==> src/rtl/usart_tx_feeder_pkg.sv <==
// Shared constants and FSM encoding for the USART transmit feeder.
package usart_tx_feeder_pkg;

  localparam int unsigned ByteW          = 8;
  localparam int unsigned DefaultBaudDiv = 1250;

  typedef enum logic [1:0] {
    StIdle     = 2'd0,
    StStart    = 2'd1,
    StWaitBusy = 2'd2,
    StWaitDone = 2'd3
  } tx_state_e;

endpackage

==> src/rtl/usart_tx_feeder_if.sv <==
// Core-side write port, UART handshake and status of the transmit feeder.
interface usart_tx_feeder_if #(
  parameter int unsigned ADDR_W = 4
) ();
  import usart_tx_feeder_pkg::*;

  logic             wr_en;
  logic [ByteW-1:0] wr_data;
  logic             full;
  logic             empty;
  logic [ADDR_W:0]  level;
  logic [ByteW-1:0] tx_data;
  logic             tx_start;
  logic             tx_busy;
  logic             overflow;
  logic             timeout_err;
  logic             clear_flags;

  modport master (
    output wr_en, wr_data, tx_busy, clear_flags,
    input  full, empty, level, tx_data, tx_start, overflow, timeout_err
  );

  modport slave (
    input  wr_en, wr_data, tx_busy, clear_flags,
    output full, empty, level, tx_data, tx_start, overflow, timeout_err
  );

endinterface

==> src/rtl/usart_byte_fifo.sv <==
// Circular byte FIFO with registered occupancy and write-drop detection.
module usart_byte_fifo
  import usart_tx_feeder_pkg::*;
#(
  parameter int unsigned DEPTH  = 16,
  parameter int unsigned ADDR_W = 4
) (
  input  logic             clock,
  input  logic             reset,
  input  logic             wr_en,
  input  logic [ByteW-1:0] wr_data,
  input  logic             rd_en,
  output logic [ByteW-1:0] rd_data,
  output logic             full,
  output logic             empty,
  output logic [ADDR_W:0]  level,
  output logic             wr_drop
);

  logic [ByteW-1:0]  mem_q [DEPTH];
  logic [ADDR_W-1:0] wr_ptr_q, wr_ptr_d;
  logic [ADDR_W-1:0] rd_ptr_q, rd_ptr_d;
  logic [ADDR_W:0]   level_q, level_d;
  logic              push, pop;

  assign full    = (level_q == (ADDR_W+1)'(DEPTH));
  assign empty   = (level_q == '0);
  assign level   = level_q;
  // A write while full is dropped even if a pop frees a slot this same cycle.
  assign push    = wr_en && !full;
  assign wr_drop = wr_en && full;
  assign pop     = rd_en && !empty;
  assign rd_data = mem_q[rd_ptr_q];

  always_comb begin
    wr_ptr_d = wr_ptr_q;
    rd_ptr_d = rd_ptr_q;
    level_d  = level_q;
    if (push) wr_ptr_d = wr_ptr_q + ADDR_W'(1);
    if (pop)  rd_ptr_d = rd_ptr_q + ADDR_W'(1);
    if (push && !pop)      level_d = level_q + (ADDR_W+1)'(1);
    else if (pop && !push) level_d = level_q - (ADDR_W+1)'(1);
  end

  always_ff @(posedge clock or posedge reset) begin
    if (reset) begin
      wr_ptr_q <= '0;
      rd_ptr_q <= '0;
      level_q  <= '0;
    end else begin
      wr_ptr_q <= wr_ptr_d;
      rd_ptr_q <= rd_ptr_d;
      level_q  <= level_d;
    end
  end

  always_ff @(posedge clock) begin
    if (push) mem_q[wr_ptr_q] <= wr_data;
  end

endmodule

==> src/rtl/usart_tx_feeder.sv <==
// Buffers core bytes and hands them one at a time to the UART via start/busy.
module usart_tx_feeder
  import usart_tx_feeder_pkg::*;
#(
  parameter int unsigned DEPTH        = 16,
  parameter int unsigned ADDR_W       = 4,
  parameter int unsigned BUSY_TIMEOUT = 64
) (
  input logic              clock,
  input logic              reset,
  usart_tx_feeder_if.slave bus
);

  localparam int unsigned CntW = $clog2(BUSY_TIMEOUT + 1);

  tx_state_e        state_q, state_d;
  logic [CntW-1:0]  cnt_q, cnt_d;
  logic [ByteW-1:0] tx_data_q, tx_data_d;
  logic [ByteW-1:0] fifo_rd_data;
  logic [ADDR_W:0]  fifo_level;
  logic             fifo_full, fifo_empty, wr_drop;
  logic             pop, timeout_set;
  logic             tx_start_q, overflow_q, timeout_q;

  usart_byte_fifo #(
    .DEPTH  (DEPTH),
    .ADDR_W (ADDR_W)
  ) u_fifo (
    .clock   (clock),
    .reset   (reset),
    .wr_en   (bus.wr_en),
    .wr_data (bus.wr_data),
    .rd_en   (pop),
    .rd_data (fifo_rd_data),
    .full    (fifo_full),
    .empty   (fifo_empty),
    .level   (fifo_level),
    .wr_drop (wr_drop)
  );

  always_comb begin
    state_d     = state_q;
    cnt_d       = cnt_q;
    tx_data_d   = tx_data_q;
    pop         = 1'b0;
    timeout_set = 1'b0;
    unique case (state_q)
      StIdle: begin
        if (!fifo_empty && !bus.tx_busy) begin
          pop       = 1'b1;
          tx_data_d = fifo_rd_data;
          state_d   = StStart;
        end
      end
      StStart: begin
        cnt_d   = '0;
        state_d = StWaitBusy;
      end
      StWaitBusy: begin
        if (bus.tx_busy) begin
          state_d = StWaitDone;
        end else if (cnt_q == CntW'(BUSY_TIMEOUT - 1)) begin
          // UART never acknowledged: drop the byte and flag it.
          timeout_set = 1'b1;
          state_d     = StIdle;
        end else begin
          cnt_d = cnt_q + CntW'(1);
        end
      end
      StWaitDone: begin
        if (!bus.tx_busy) state_d = StIdle;
      end
      default: state_d = StIdle;
    endcase
  end

  always_ff @(posedge clock or posedge reset) begin
    if (reset) begin
      state_q    <= StIdle;
      cnt_q      <= '0;
      tx_data_q  <= '0;
      tx_start_q <= 1'b0;
      overflow_q <= 1'b0;
      timeout_q  <= 1'b0;
    end else begin
      state_q    <= state_d;
      cnt_q      <= cnt_d;
      tx_data_q  <= tx_data_d;
      tx_start_q <= (state_d == StStart);
      // Set events take priority over a coincident clear.
      overflow_q <= wr_drop     ? 1'b1 : (bus.clear_flags ? 1'b0 : overflow_q);
      timeout_q  <= timeout_set ? 1'b1 : (bus.clear_flags ? 1'b0 : timeout_q);
    end
  end

  assign bus.full        = fifo_full;
  assign bus.empty       = fifo_empty;
  assign bus.level       = fifo_level;
  assign bus.tx_data     = tx_data_q;
  assign bus.tx_start    = tx_start_q;
  assign bus.overflow    = overflow_q;
  assign bus.timeout_err = timeout_q;

endmodule

==> src/flat_wrapper.sv <==
// flat-port wrapper written by rule: the top's interface ports become plain ports
module usart_tx_feeder_flat import usart_tx_feeder_pkg::*;
#(
  parameter int unsigned DEPTH        = 16,
  parameter int unsigned ADDR_W       = 4,
  parameter int unsigned BUSY_TIMEOUT = 64
)
  (clock, reset, bus_wr_en, bus_wr_data, bus_tx_busy, bus_clear_flags, bus_full, bus_empty, bus_level, bus_tx_data, bus_tx_start, bus_overflow, bus_timeout_err);
  usart_tx_feeder_if #(.ADDR_W(ADDR_W)) bus_i ();
  input logic clock;
  input logic reset;
  input wire logic [$bits(bus_i.wr_en)-1:0] bus_wr_en;
  input wire logic [$bits(bus_i.wr_data)-1:0] bus_wr_data;
  input wire logic [$bits(bus_i.tx_busy)-1:0] bus_tx_busy;
  input wire logic [$bits(bus_i.clear_flags)-1:0] bus_clear_flags;
  output wire logic [$bits(bus_i.full)-1:0] bus_full;
  output wire logic [$bits(bus_i.empty)-1:0] bus_empty;
  output wire logic [$bits(bus_i.level)-1:0] bus_level;
  output wire logic [$bits(bus_i.tx_data)-1:0] bus_tx_data;
  output wire logic [$bits(bus_i.tx_start)-1:0] bus_tx_start;
  output wire logic [$bits(bus_i.overflow)-1:0] bus_overflow;
  output wire logic [$bits(bus_i.timeout_err)-1:0] bus_timeout_err;
  assign bus_i.wr_en = bus_wr_en;
  assign bus_i.wr_data = bus_wr_data;
  assign bus_i.tx_busy = bus_tx_busy;
  assign bus_i.clear_flags = bus_clear_flags;
  assign bus_full = bus_i.full;
  assign bus_empty = bus_i.empty;
  assign bus_level = bus_i.level;
  assign bus_tx_data = bus_i.tx_data;
  assign bus_tx_start = bus_i.tx_start;
  assign bus_overflow = bus_i.overflow;
  assign bus_timeout_err = bus_i.timeout_err;
  usart_tx_feeder #(.DEPTH(DEPTH), .ADDR_W(ADDR_W), .BUSY_TIMEOUT(BUSY_TIMEOUT)) u_core (.clock(clock), .reset(reset), .bus(bus_i));
endmodule
==> config.mk <==
export PLATFORM = sky130hd
export DESIGN_NAME = usart_tx_feeder_flat
export DESIGN_NICKNAME = d
export VERILOG_FILES = /design/src/rtl/usart_tx_feeder_pkg.sv /design/src/rtl/usart_tx_feeder_if.sv /design/src/rtl/usart_byte_fifo.sv /design/src/rtl/usart_tx_feeder.sv /design/src/flat_wrapper.sv
export SDC_FILE = /design/constraint.sdc
export NUM_CORES = 1
export LEC_CHECK = 0
export CAP_MARGIN = 5
export CORE_MARGIN = 1
export CORE_UTILIZATION = 65
export DETAILED_ROUTE_END_ITERATION = 7
export DONT_BUFFER_PORTS = 1
export PLACE_DENSITY = 0.84
export SYNTH_ARGS = -nofsm -noshare
export SYNTH_HDL_FRONTEND = slang
export SYNTH_SLANG_ARGS = --single-unit
==> constraint.sdc <==
create_clock -name clock -period 5.53 [get_ports clock]
set_clock_uncertainty 0.2 [all_clocks]
set_input_delay 0.8295 -clock clock [delete_from_list [all_inputs] [get_ports clock]]
set_output_delay 0.8295 -clock clock [all_outputs]
set_load 0.02 [all_outputs]
==> results of run 1 <==
## cell type report
cell class,instances,share of cell area (%)
sequential,161,64.6
multi-input combinational,176,23.8
clock buffer,18,5.92
tap,133,2.30
clock inverter,14,2.08
timing repair buffer,9,0.969
inverter,8,0.415
## worst reg2reg max path, cell delays in order, from the launching register on
cell      delay (ps)
dfrtp_1          520
nor4_1           440
a21boi_1         210
inv_1            560
ha_1             290
inv_1            110
fa_1             430
a21o_1           170
a21oi_1          190
mux2i_1          280
xnor2_1          170
## logic make-up (layout without fill, tap and decap cells)
family / Yosys count / after routing / share of synthesized area (%)
AND/OR/NAND/NOR: 66 / 66 / 4.63
flip-flops: 161 / 161 / 71.7
adder cells (fa/ha/maj): 11 / 11 / 2.23
AO/OA/AOI/OAI: 34 / 34 / 3.46
multiplexers: 55 / 55 / 14.7
XOR/XNOR: 10 / 10 / 1.35
buffers and inverters: 25 / 49 / 1.88
## routing by layer
layer / track usage (%) / vias up / share of wire, %
met2: 41.4 / 136 / 52
li1: - / 1430 / -
met1: 33.3 / 1687 / 40
met3: 5.95 / 22 / 5.9
met5: 0 / - / 0
met4: 13.0 / 0 / 2.1
## cell usage in the layout, fill, tap and decap left out, types with 2 or more instances in the layout
master	instances
nor2b_1	3
nand2_1	28
a31oi_1	2
nand4_1	3
a22o_1	4
clkbuf_16	16
a211o_1	3
xnor2_1	9
clkbuf_8	2
dfrtp_1	32
a21boi_1	3
clkinvlp_4	5
nand3_1	3
mux2_2	6
nand2b_1	3
a21o_1	2
buf_4	8
nor2_1	16
a21oi_1	5
o21ai_0	12
mux4_2	32
inv_6	4
inv_8	2
inv_1	8
ha_1	10
mux2i_1	17
nor3_1	5
edfxtp_1	128
## sequential cells by signal (all words and copies together), names as in the netlist
register,cells
u_core.bus.overflow,1
u_core.bus.timeout_err,1
u_core.bus.tx_data,8
u_core.bus.tx_start,1
u_core.cnt_q,7
u_core.state_q,2
u_core.u_fifo.level,5
u_core.u_fifo.mem_q,128
u_core.u_fifo.rd_ptr_q,4
u_core.u_fifo.wr_ptr_q,4
## worst min-delay path by stage
| stage | start | endpoint | slack (ps) | cells past startpoint |
|---|---|---|---|---|
| after detailed placement | u_core.cnt_q[6] | u_core.cnt_q[6] | 310 | 1 |
| after floorplan | u_core.cnt_q[4] | u_core.cnt_q[4] | 260 | 1 |
| after CTS | bus_wr_data[4] | u_core.u_fifo.mem_q[0][4] | 170 | 0 |
| after global routing | bus_wr_data[4] | u_core.u_fifo.mem_q[0][4] | 170 | 0 |
| final | bus_wr_data[4] | u_core.u_fifo.mem_q[0][4] | 190 | 0 |
| after global placement | u_core.cnt_q[4] | u_core.cnt_q[4] | 290 | 1 |
## power by group
| part | leakage (nW) | switching, mW | internal (mW) |
|---|---|---|---|
| logic | 0.705 | 0.487 | 0.482 |
| registers | 1.57 | 0.250 | 1.51 |
| clock network | 0.268 | 0.498 | 0.625 |
| total | 2.54 | 1.24 | 2.61 |
==> run_results.csv, run 1 <==
group,metric,value,unit
status,status,"completed",
timing,hold_ws,185,ps
timing,tightestPinTransition,910,ps
cts,cts_hold_buf,1,
routing,vias,3275,
cts,cts-root-buf,"clkbuf_8",
worst_setup_path,cpMaxStageDelayCell,"inv_1",
worst_setup_path,path_cells,"nor4_1, a21boi_1, inv_1, ha_1, inv_1, fa_1, a21o_1, a21oi_1, mux2i_1, xnor2_1",
routing,post_drt_wl_per_cell,23.4,µm
worst_setup_path,cp.buffers_inverters,2,
cts,h-tree-depth,4,
logic_synthesis,synth_ff_type,"edfxtp_1",
global_routing,grt_max_degree,36,
timing,rsz0062_at_grt,"false",
worst_setup_path,path_max_fanout,20,
timing,fmax,273,MHz
cts,cts_made_buffers,17,
logic_synthesis,async_reset_ff_share,20.5,%
floorplanning,rows,36,
placed_design,placedInstanceArea,6650,µm²
routing,ant_nets,0,
worst_setup_path,max_stage_delay,560,ps
cells_and_area,final_core_util,74.3,%
global_routing,grt_first_pass_wirelength,18300,µm
global_routing,grt-ovfl-total,0,
floorplanning,core_area,9730,µm²
worst_hold_path,hp-class,"in2reg",
logic_synthesis,syn_inst,362,
routing,wl,12200,µm
placed_design,dpl.hpwl,7390,µm
logic_synthesis,synthDistinctLibCells,37,
worst_setup_path,critPathLaunchType,"register",
floorplanning,dieArea,10400,µm²
worst_setup_path,crit_path_end,"u_core.u_fifo.level[4]",
cells_and_area,antenna_cells,0,
routing,drc,0,
logic_synthesis,synth-edff-count,128,
cts,cts_buffer_depth,2,
routing,firstDrtPassIters,4,
logic_synthesis,postSynthAreaPerCell,18.0,µm²
worst_setup_path,rr_worst_depth,10,
logic_synthesis,ys_seq_elements,161,
power,fin_total_pwr,3.85,mW
cts,cts_tree,"yes",
worst_setup_path,worstSetupPathType,"reg2reg",
floorplanning,start_util,66.9,%
cts,path_clk_slew,70,ps
worst_setup_path,crit_start,"u_core.u_fifo.level[0]",
worst_setup_path,arrival,3900,ps
logic_synthesis,synth_fp_nets,386,
routing,vias_per_cell,6.31,
timing,finalSetupViolCount,0,
placed_design,io_buffers,0,
worst_setup_path,r2r_start,"u_core.u_fifo.level[0]",
worst_setup_path,cp_common_cell,"inv_1",
global_routing,grt_pass1_vias,3307,
floorplanning,die_w,102,µm
floorplanning,io_pins,31,
logic_synthesis,netlist_area,6510,µm²
cells_and_area,n_fill_cell,556,
flow_run,timing.max_cap.violations,0,
timing,slew_viol_final,0,
cells_and_area,multi_input_area,1720,µm²
logic_synthesis,ys_seq_area_share,71.7,%
routing,drtIter0Drc,269,
logic_synthesis,ys_warn_count,0,
power,ir_worst_vdd,0.000332,V
cells_and_area,final_cell_count_no_fill,519,
power,leakage,2.54,nW
placed_design,placed_cells,486,
placed_design,place.gp.congestion,0.826,
logic_synthesis,synth_area_leaders,"edfxtp_1, dfrtp_1, mux4_2",
cells_and_area,fin_nets,397,
cells_and_area,final_area,7230,µm²
logic_synthesis,yosys.area.top_type,"edfxtp_1",
timing,hold_violations,0,
worst_setup_path,crit_family,"adder cells",
timing,max_slew_margin,39.1,%
cts,clock_latency,530,ps
cts,post-cts-setup-buffers,0,
cts,cts_resized,0,
logic_synthesis,synth.most_common_cell,"edfxtp_1",
worst_setup_path,r2r-end,"u_core.u_fifo.level[4]",
worst_setup_path,cp-end-kind,"register",
power,p_per_area,532,nW/µm²
worst_setup_path,r2r_slack,1870,ps
global_routing,antenna_found_initial,0,
cells_and_area,seq_area,4670,µm²
placed_design,dp_slack,1960,ps
logic_synthesis,synth_top_cell_area_share,59.0,%
cells_and_area,syn_to_final_growth,11.1,%
timing,setup_tns,0,ps
timing,fin_crit,3660,ps
cells_and_area,drive_above_1_share,20.7,%
timing,fin_ws,1870,ps
timing,fin_crit_sh,66.2,%
logic_synthesis,synth_common_cells,"edfxtp_1, dfrtp_1, mux4_2, nand2_1, mux2i_1",
cts,clkSinkCount,161,
floorplanning,die_y,102,µm
global_routing,track_usage,25.7,%
worst_setup_path,cp_num_cells,10,
worst_setup_path,crit_required,5770,ps
Power figures use the tool's default switching activity.
==> inputs of run 2 (changes only) <==
--- a/config.mk
+++ b/config.mk
@@ -7,10 +7,10 @@
 export LEC_CHECK = 0
 export CAP_MARGIN = 5
 export CORE_MARGIN = 1
-export CORE_UTILIZATION = 65
+export CORE_UTILIZATION = 57
 export DETAILED_ROUTE_END_ITERATION = 7
 export DONT_BUFFER_PORTS = 1
-export PLACE_DENSITY = 0.84
+export PLACE_DENSITY = 0.78
 export SYNTH_ARGS = -nofsm -noshare
 export SYNTH_HDL_FRONTEND = slang
 export SYNTH_SLANG_ARGS = --single-unit
==> constraint.sdc (replaced) <==
create_clock -name clock -period 3 [get_ports clock]
set_clock_uncertainty 0.2 [all_clocks]
set_input_delay 0.45 -clock clock [delete_from_list [all_inputs] [get_ports clock]]
set_output_delay 0.45 -clock clock [all_outputs]
set_load 0.02 [all_outputs]
==> run_results.csv, run 2 (same netlist as run 1, synthesis figures left out) <==
group,metric,value,unit
routing,firstDrtPassIters,4,
power,p_per_area,987,nW/µm²
cells_and_area,n_fill_cell,694,
timing,slew_viol_final,0,
worst_hold_path,whs_path_depth,2,
floorplanning,die_w,109,µm
worst_setup_path,max_stage_delay,490,ps
status,status,"completed",
timing,finalSetupViolCount,0,
routing,post_drt_wl_per_cell,23.0,µm
cts,cts-root-buf,"clkbuf_16",
routing,drtIter0Drc,232,
cells_and_area,top_register,"u_core.u_fifo.mem_q",
floorplanning,io_pins,31,
cells_and_area,multi_input_area,1720,µm²
floorplanning,dieArea,11900,µm²
cts,clock_latency,430,ps
worst_setup_path,arrival,2990,ps
power,p_comb_share,26.9,%
floorplanning,die_y,109,µm
routing,vias_per_cell,6.13,
placed_design,place.gp.congestion,0.803,
cells_and_area,final_common_cell,"edfxtp_1",
power,p_sw_share,31.2,%
worst_setup_path,critPathLaunchType,"register",
worst_setup_path,path_max_fanout,5,
worst_setup_path,cp_common_cell,"inv_1",
cells_and_area,final_cell_count_no_fill,547,
routing,vias,3351,
global_routing,grt_pass1_vias,3640,
power,p_switching,2.30,mW
power,p_int,5.07,mW
cells_and_area,largest_reg_flops,128,
floorplanning,core_area,11000,µm²
cells_and_area,fin_nets,418,
worst_setup_path,path_cells,"nor4_1, a21boi_1, inv_1, ha_1, inv_1, fa_1, a21o_1, a21oi_1, mux2i_1, xnor2_1",
worst_hold_path,hp-class,"in2reg",
power,ir_worst_vdd,0.000758,V
worst_setup_path,crit_required,3150,ps
global_routing,antenna_found_initial,0,
placed_design,io_buffers,0,
routing,wl,12600,µm
timing,setup_tns,0,ps
cts,path_clk_slew,60,ps
floorplanning,start_util,59.3,%
cts,cts_resized,0,
cts,clkSinkCount,161,
timing,fin_crit,2840,ps
global_routing,grt_max_degree,30,
global_routing,track_usage,23.9,%
worst_setup_path,cp.buffers_inverters,2,
global_routing,grt-ovfl-total,0,
power,leakage,2.68,nW
cts,cts_hold_buf,12,
cells_and_area,mostFrequentLayoutCells,"edfxtp_1, mux4_2, dfrtp_1",
cells_and_area,seq_area,4670,µm²
worst_setup_path,cp-end-kind,"register",
power,power_frac_clock,30.0,%
timing,fin_crit_sh,94.6,%
floorplanning,rows,38,
cts,h-tree-depth,4,
timing,max_slew_margin,34.6,%
cts,post-cts-setup-buffers,0,
flow_run,timing.max_cap.violations,0,
routing,drc,0,
routing,ant_nets,0,
worst_setup_path,cpMaxStageDelayCell,"dfrtp_1",
cells_and_area,antenna_cells,0,
worst_setup_path,rr_worst_depth,10,
timing,fmax,352,MHz
global_routing,grt_first_pass_wirelength,19500,µm
cts,cts_tree,"yes",
worst_setup_path,cp_num_cells,10,
worst_setup_path,worstSetupPathType,"reg2reg",
timing,tightestPinTransition,977,ps
cts,cts_buffer_depth,2,
cells_and_area,syn_to_final_growth,14.7,%
timing,rsz0062_at_grt,"false",
cts,cts_made_buffers,17,
placed_design,placed_cells,503,
placed_design,dpl.hpwl,7770,µm
cells_and_area,drive_above_1_share,22.1,%
worst_setup_path,crit_family,"adder cells",
timing,hold_violations,0,
power,seq_power_share,43.1,%
## run 2: cell types whose count changed in the layout (fill, tap and decap cells not counted), sizes merged
cell | before | now
clkinvlp | 5 | 1
bufinv | 1 | 3
buf | 8 | 18
clkinv | 2 | 6
clkbuf | 18 | 17
dlygate4sd3 | 1 | 12
inv | 14 | 13
## run 2: layer usage
layer  part of all wire [%]  vias up  wire (µm)  track usage [%]
met2                     54      114       6750             41.4
met4                    1.6        0        201             8.69
li1                       -     1480          -                -
met1                     39     1739       4930             27.8
met5                      0        -          0                0
met3                    5.7       18        724             7.89
## run 2: area by class of cell
type                       count  area share [%]
tap                          140            2.35
multi-input combinational    176            23.0
timing repair buffer          30            3.58
clock inverter                15            2.45
inverter                       8           0.402
clock buffer                  17            5.70
sequential                   161            62.5
## run 2: through the flow
stage	total power, mW	utilization [%]	setup slack [ps]	hold WS, ps	cell area, µm²
final	7.37	68.0	163	41.9	7470
after detailed placement	5.16	61.4	176	308	6740
after CTS	7.43	68.0	140	26.0	7470
after floorplan	4.64	-	118	260	6510
after global routing	7.71	68.0	37.7	44.0	7470
after global placement	5.07	61.4	293	285	6740
## run 2: power groups by stage
stage / logic [mW] / clock network (mW) / registers (mW)
after floorplan: 1.56 / 0 / 3.08
after global placement: 1.88 / 0 / 3.19
after detailed placement: 1.94 / 0 / 3.22
after CTS: 2.01 / 2.24 / 3.18
after global routing: 2.16 / 2.32 / 3.22
final: 1.99 / 2.21 / 3.18
## run 2: path summary, 6_finish.rpt
| kind | start | to | slack (ps) |
|---|---|---|---|
| worst max-delay path | u_core.u_fifo.level[3] | u_core.u_fifo.level[4] | 160 |
| worst min-delay path | bus_tx_busy | u_core.bus.timeout_err | 40 |
| worst max register to register | u_core.u_fifo.level[3] | u_core.u_fifo.level[4] | 160 |
| worst min register to register | u_core.cnt_q[4] | u_core.cnt_q[4] | 310 |
| max in group asynchronous | reset | u_core.bus.tx_data[5] | 1460 |
| min in group asynchronous | reset | u_core.u_fifo.level[4] | 410 |
